===== config.mk =====
export PLATFORM = sky130hd
export DESIGN_NAME = life_gen_ctrl
export DESIGN_NICKNAME = d
export VERILOG_FILES = /design/src/rtl/life_gen_ctrl.sv
export SDC_FILE = /design/constraint.sdc
export NUM_CORES = 1
export LEC_CHECK = 0
export BUFFER_PORTS_ARGS = -buffer_cell sky130_fd_sc_hd__buf_2
export CAP_MARGIN = 25
export CORE_UTILIZATION = 35
export DETAILED_ROUTE_END_ITERATION = 12
export PLACE_DENSITY = 0.5
export SLEW_MARGIN = 20
export SYNTH_ARGS = -nofsm -noshare
export SYNTH_HDL_FRONTEND = slang
export SYNTH_SLANG_ARGS = --single-unit
export TNS_END_PERCENT = 30

===== constraint.sdc =====
create_clock -name clk -period 1.9 [get_ports clk]
set_input_delay 0.38 -clock clk [delete_from_list [all_inputs] [get_ports clk]]
set_output_delay 0.38 -clock clk [all_outputs]
set_load 0.01 [all_outputs]

===== src/rtl/life_gen_ctrl.sv =====
// life_gen_ctrl: generation controller for the Game of Life engine.
// Turns the divider's slow clk_1s toggle into single-step requests to the
// cell-update engine (req/done handshake), applies debounced run/step/clear
// buttons, and keeps a generation counter plus a sticky overrun flag.
module life_gen_ctrl #(
  parameter int          GEN_W   = 16,
  parameter logic [19:0] DEB_MAX = 20'd1000000
) (
  input  logic             clk,
  input  logic             rst,
  input  logic             clk_1s,
  input  logic             btn_run,
  input  logic             btn_step,
  input  logic             btn_clear,
  output logic             step_req,
  output logic             clear_req,
  input  logic             eng_done,
  output logic             running,
  output logic [GEN_W-1:0] gen_count,
  output logic             overrun
);

  typedef enum logic [1:0] {
    ST_PAUSE      = 2'd0,
    ST_RUN        = 2'd1,
    ST_STEP_BUSY  = 2'd2,
    ST_CLEAR_BUSY = 2'd3
  } state_t;

  // Button index map: 0 = run, 1 = step, 2 = clear.
  logic [2:0] btn_raw;
  logic [2:0] btn_press;
  assign btn_raw = {btn_clear, btn_step, btn_run};

  genvar gi;
  generate
    for (gi = 0; gi < 3; gi++) begin : g_deb
      logic [19:0] cnt_q, cnt_d;
      logic        stable_q, stable_d;
      logic        press_q, press_d;

      // Count cycles the raw level disagrees with the accepted level; accept it after DEB_MAX
      always_comb begin
        cnt_d    = '0;
        stable_d = stable_q;
        press_d  = 1'b0;
        if (btn_raw[gi] != stable_q) begin
          if (cnt_q == DEB_MAX - 20'd1) begin
            stable_d = btn_raw[gi];
            press_d  = btn_raw[gi];
          end else begin
            cnt_d = cnt_q + 20'd1;
          end
        end
      end

      // Debouncer state; press_q is a one-cycle pulse on an accepted 0->1 change
      always_ff @(posedge clk) begin
        if (rst) begin
          cnt_q    <= '0;
          stable_q <= 1'b0;
          press_q  <= 1'b0;
        end else begin
          cnt_q    <= cnt_d;
          stable_q <= stable_d;
          press_q  <= press_d;
        end
      end

      assign btn_press[gi] = press_q;
    end
  endgenerate

  logic press_run, press_step, press_clr;
  assign press_run  = btn_press[0];
  assign press_step = btn_press[1];
  assign press_clr  = btn_press[2];

  // Delayed copy of clk_1s; preset to 1 so a high input at reset release is not a tick
  logic clk_1s_q;
  always_ff @(posedge clk) begin
    if (rst) clk_1s_q <= 1'b1;
    else     clk_1s_q <= clk_1s;
  end

  logic tick;
  assign tick = clk_1s & ~clk_1s_q;

  state_t           state_q, state_d;
  logic             step_req_q, step_req_d;
  logic             clear_req_q, clear_req_d;
  logic             running_q, running_d;
  logic             clear_pend_q, clear_pend_d;
  logic             overrun_q, overrun_d;
  logic [GEN_W-1:0] gen_q, gen_d;

  // State register
  always_ff @(posedge clk) begin
    if (rst) state_q <= ST_PAUSE;
    else     state_q <= state_d;
  end

  // Next-state logic; priority clear > step > run > tick
  always_comb begin
    state_d = state_q;
    case (state_q)
      ST_PAUSE: begin
        if (press_clr)       state_d = ST_CLEAR_BUSY;
        else if (press_step) state_d = ST_STEP_BUSY;
        else if (press_run)  state_d = ST_RUN;
      end
      ST_RUN: begin
        if (press_clr)      state_d = ST_CLEAR_BUSY;
        else if (press_run) state_d = ST_PAUSE;
        else if (tick)      state_d = ST_STEP_BUSY;
      end
      ST_STEP_BUSY: begin
        // A run press in the same cycle as eng_done already counts for the exit
        if (eng_done) begin
          if (clear_pend_q | press_clr)   state_d = ST_CLEAR_BUSY;
          else if (running_q ^ press_run) state_d = ST_RUN;
          else                            state_d = ST_PAUSE;
        end
      end
      ST_CLEAR_BUSY: begin
        if (eng_done) state_d = ST_PAUSE;
      end
      default: state_d = ST_PAUSE;
    endcase
  end

  // Output/datapath next values; requests follow the next state so they rise with entry
  always_comb begin
    step_req_d   = (state_d == ST_STEP_BUSY);
    clear_req_d  = (state_d == ST_CLEAR_BUSY);
    running_d    = running_q;
    clear_pend_d = clear_pend_q;
    overrun_d    = overrun_q;
    gen_d        = gen_q;
    case (state_q)
      ST_PAUSE: begin
        if (!press_clr && !press_step && press_run) running_d = 1'b1;
      end
      ST_RUN: begin
        if (!press_clr && press_run) running_d = 1'b0;
      end
      ST_STEP_BUSY: begin
        if (press_run) running_d    = ~running_q;
        if (press_clr) clear_pend_d = 1'b1;
        if (tick)      overrun_d    = 1'b1;
        if (eng_done)  gen_d        = gen_q + {{(GEN_W-1){1'b0}}, 1'b1};
      end
      ST_CLEAR_BUSY: begin
        if (eng_done) begin
          gen_d        = '0;
          overrun_d    = 1'b0;
          running_d    = 1'b0;
          clear_pend_d = 1'b0;
        end
      end
      default: ;
    endcase
  end

  // Registered outputs and datapath
  always_ff @(posedge clk) begin
    if (rst) begin
      step_req_q   <= 1'b0;
      clear_req_q  <= 1'b0;
      running_q    <= 1'b0;
      clear_pend_q <= 1'b0;
      overrun_q    <= 1'b0;
      gen_q        <= '0;
    end else begin
      step_req_q   <= step_req_d;
      clear_req_q  <= clear_req_d;
      running_q    <= running_d;
      clear_pend_q <= clear_pend_d;
      overrun_q    <= overrun_d;
      gen_q        <= gen_d;
    end
  end

  assign step_req  = step_req_q;
  assign clear_req = clear_req_q;
  assign running   = running_q;
  assign gen_count = gen_q;
  assign overrun   = overrun_q;

endmodule


==> impl_metrics.toml <==
[status]
status = "complete, but fails checks"
violations = "DRC"

[die]
rows = 39
die-width_um = 112
dieHeight_um = 112
dieArea_um2 = 12500
io_pins = 27
core_um2 = 11600
floorplan.initialDensity_pct = 36.4

[clock_network]
cts-resized-gates = 0
path_clk_slew_ns = 0.06
clk_latency_ns = 0.34
clock_tree.root_cell = "clkbuf_16"
h-tree-depth = 3
cts_tree = "built"
cts_made_buffers = 9
postCtsHoldBufs = 0
post_cts_buffers = 0
clock_path_buffers = 2
clock_sinks = 90

[sta]
fin_hold_ws_ns = 0.239
setup_viol = 0
rsz0062_at_grt = "false"
skew_ns = 0.00453
hold_viol = 0
tns_ns = 0
fmax_ghz = 0.563
fin_crit_sh_pct = 93.4
min_period_ns = 1.77
worst_slew_pin_slew_ns = 0.414
slew_headroom_pct = 72.0
maxSlewViolCount = 0

[synthesis]
async_flop_share_pct = 0
synth-seq-area-share_pct = 42.8
synth_area_um2 = 4210
synth_area_per_cell_um2 = 8.43
synth-seq-cells = 90
synth.distinct_cells = 48
synth-edff-count = 0
syn_nets = 510
ys.flop_type = "dfxtp_1"
yosys_warnings = 0
synthCells = 499

[pwr]
p_comb_share_pct = 3.8
switching_share_pct = 21.0
powerDensity_nw_per_um2 = 780
seqPwrFrac_pct = 50.4
p_sw_mw = 0.800
clkPwrFrac_pct = 45.8
internal-power_mw = 3.00
leakage_nw = 1.69
peakVddDrop_mv = 0.537

[grt]
grt.overflow.total = 0
grt_pass1_vias = 3426
grt_usage_pct = 15.6
grt_pass1_wl_um = 15800
grt_max_degree = 21
antenna_found_initial = 0

[setup_path]
cp-start-kind = "flip-flop"
cp-end-kind = "flip-flop"
crit_arrival_ns = 2.04
critPathLaunch = "g_deb[2].cnt_q[10]$_SDFF_PP0_"
timing.rr.start = "g_deb[2].cnt_q[10]$_SDFF_PP0_"
critical_path_class = "flip-flop to flip-flop"
r2r-end = "g_deb[2].cnt_q[19]$_SDFF_PP0_"
cp.required_ns = 2.17
rr_worst_depth = 4
worstPathMaxFanout = 6
reg2reg_slack_ns = 0.13

[drt]
vias = 3707
drtPass1Iterations = 8
ant_nets = 0
routed_wl_um = 9200
drtIter0Drc = 251
viasPerCell = 5.45
routedWlPerCell_um = 13.5
drc_errors = 3

[finish]
fillerInstances = 1158
antenna_cells = 0
nets = 544
syn_to_final_growth_pct = 15.9
final_common_cell = "dfxtp_1"
regArea_um2 = 1800
multi_input_area_um2 = 2270
mostFrequentLayoutCells = "dfxtp_1, nor2_1, a21oi_1"
layout-drive-gt1-share_pct = 12.8

[worst_hold_path]
hold_depth = 2
hold_path_startpoint = "clk_1s"
whs_endpoint = "clk_1s_q$_SDFF_PP1_"
hold_class = "input pin to flip-flop"

[placement]
numPortBuffers = 26
place.gp.congestion = 0.774
dp.final_hpwl_um = 6480

[run]
maxCapViolCount = 0
logic make-up (layout without fill, tap and decap cells):
logic type | after synthesis | count (layout) | synth area share, %
AOI/OAI and AO/OA | 97 | 97 | 13.7
xor gates and xnor gates | 39 | 39 | 8.12
adders and majority gates | 4 | 4 | 1.19
buffers and inverters | 37 | 75 | 3.36
DFF | 90 | 90 | 42.8
muxes | 2 | 2 | 0.476
and+or+nand+nor | 230 | 230 | 30.3
cells in the mapped netlist (2+ instances only):
cell      count  share of area (%)
dfxtp_1      90                 43
nor2_1       54                4.8
a21oi_1      42                5.0
xor2_1       28                5.8
nand2_1      27                2.4
nand4_1      27                4.0
nand3_1      26                3.1
clkbuf_1     23                2.1
o21ai_0      23                2.7
or3_1        18                2.7
or4_1        13                2.3
and4_1       12                2.5
inv_1        12                1.1
o31ai_1      12                2.1
xnor2_1      11                2.3
and2_1        8                1.2
nor4_1        8                1.2
and3_1        7                1.0
nand2b_1      6               0.89
nor3_1        6               0.71
a31oi_1       4               0.59
ha_1          4                1.2
nor2b_1       4               0.59
nor4b_1       3               0.62
a221o_1       2               0.48
a41oi_1       2               0.42
and3b_1       2               0.42
buf_2         2               0.24
mux2i_1       2               0.48
o311ai_0      2               0.42
or3b_2        2               0.42
worst max-delay path, cell delays in order, from the launching register on:
cell and delay [ns]:
dfxtp_1 0.40, nand3_1 0.14, or4_4 0.54, or4_1 0.48, a21oi_1 0.16
power groups by stage:
stage,Clock [mW],Sequential (mW),Combinational (mW)
final,1.74,1.92,0.143
after global routing,1.88,1.92,0.161
after CTS,1.80,1.92,0.145
after detailed placement,0,1.96,0.145
after global placement,0,1.96,0.144
after floorplan,0,1.96,0.0919
final cells by class:
cell class	instances	area share [%]
clock inverter	3	0.821
inverter	12	0.924
clock buffer	12	5.06
multi-input combinational	372	46.5
timing repair buffer	48	6.06
sequential	90	37.0
tap	143	3.67
routing by layer:
layer | wire length (µm) | share of wire (%) | GRT usage, %
met4 | 173 | 1.9 | 6.67
met5 | 0 | 0 | 0
met2 | 4180 | 45 | 25.6
met3 | 305 | 3.3 | 3.70
met1 | 4540 | 49 | 19.5
metrics by stage:
step / cell area [µm²] / total power [mW] / utilization [%] / setup WS, ns / std cells
floorplan: 4210 / 2.05 / - / 0.0563 / 499
global route: 4870 / 3.96 / 42.2 / 0.00289 / 680
finish: 4870 / 3.80 / 42.2 / 0.125 / 680
CTS: 4870 / 3.87 / 42.1 / 0.0585 / 680
detailed placement: 4580 / 2.11 / 39.6 / 0.0825 / 665
global placement: 4580 / 2.10 / 39.6 / 0.0997 / 665
worst max path at each step:
stage / end / slack, ns / depth (start not counted)
after floorplan: gen_count[12]$_SDFFE_PP0P_ / 0.06 / 6
after global placement: g_deb[2].cnt_q[17]$_SDFF_PP0_ / 0.1 / 4
after detailed placement: g_deb[2].cnt_q[17]$_SDFF_PP0_ / 0.08 / 4
after CTS: g_deb[2].cnt_q[19]$_SDFF_PP0_ / 0.06 / 4
after global routing: g_deb[0].cnt_q[19]$_SDFF_PP0_ / 0.003 / 4
final: g_deb[2].cnt_q[19]$_SDFF_PP0_ / 0.13 / 4
registers in the layout (all words and copies together) (netlist names):
register,count
g_deb.cnt_q,60
gen_count,16
g_deb.press_q,3
g_deb.stable_q,3
state_q,2
clear_pend_q,1
clear_req,1
clk_1s_q,1
overrun,1
running,1
step_req,1
Note: power is estimated with default switching activity, not from simulation.
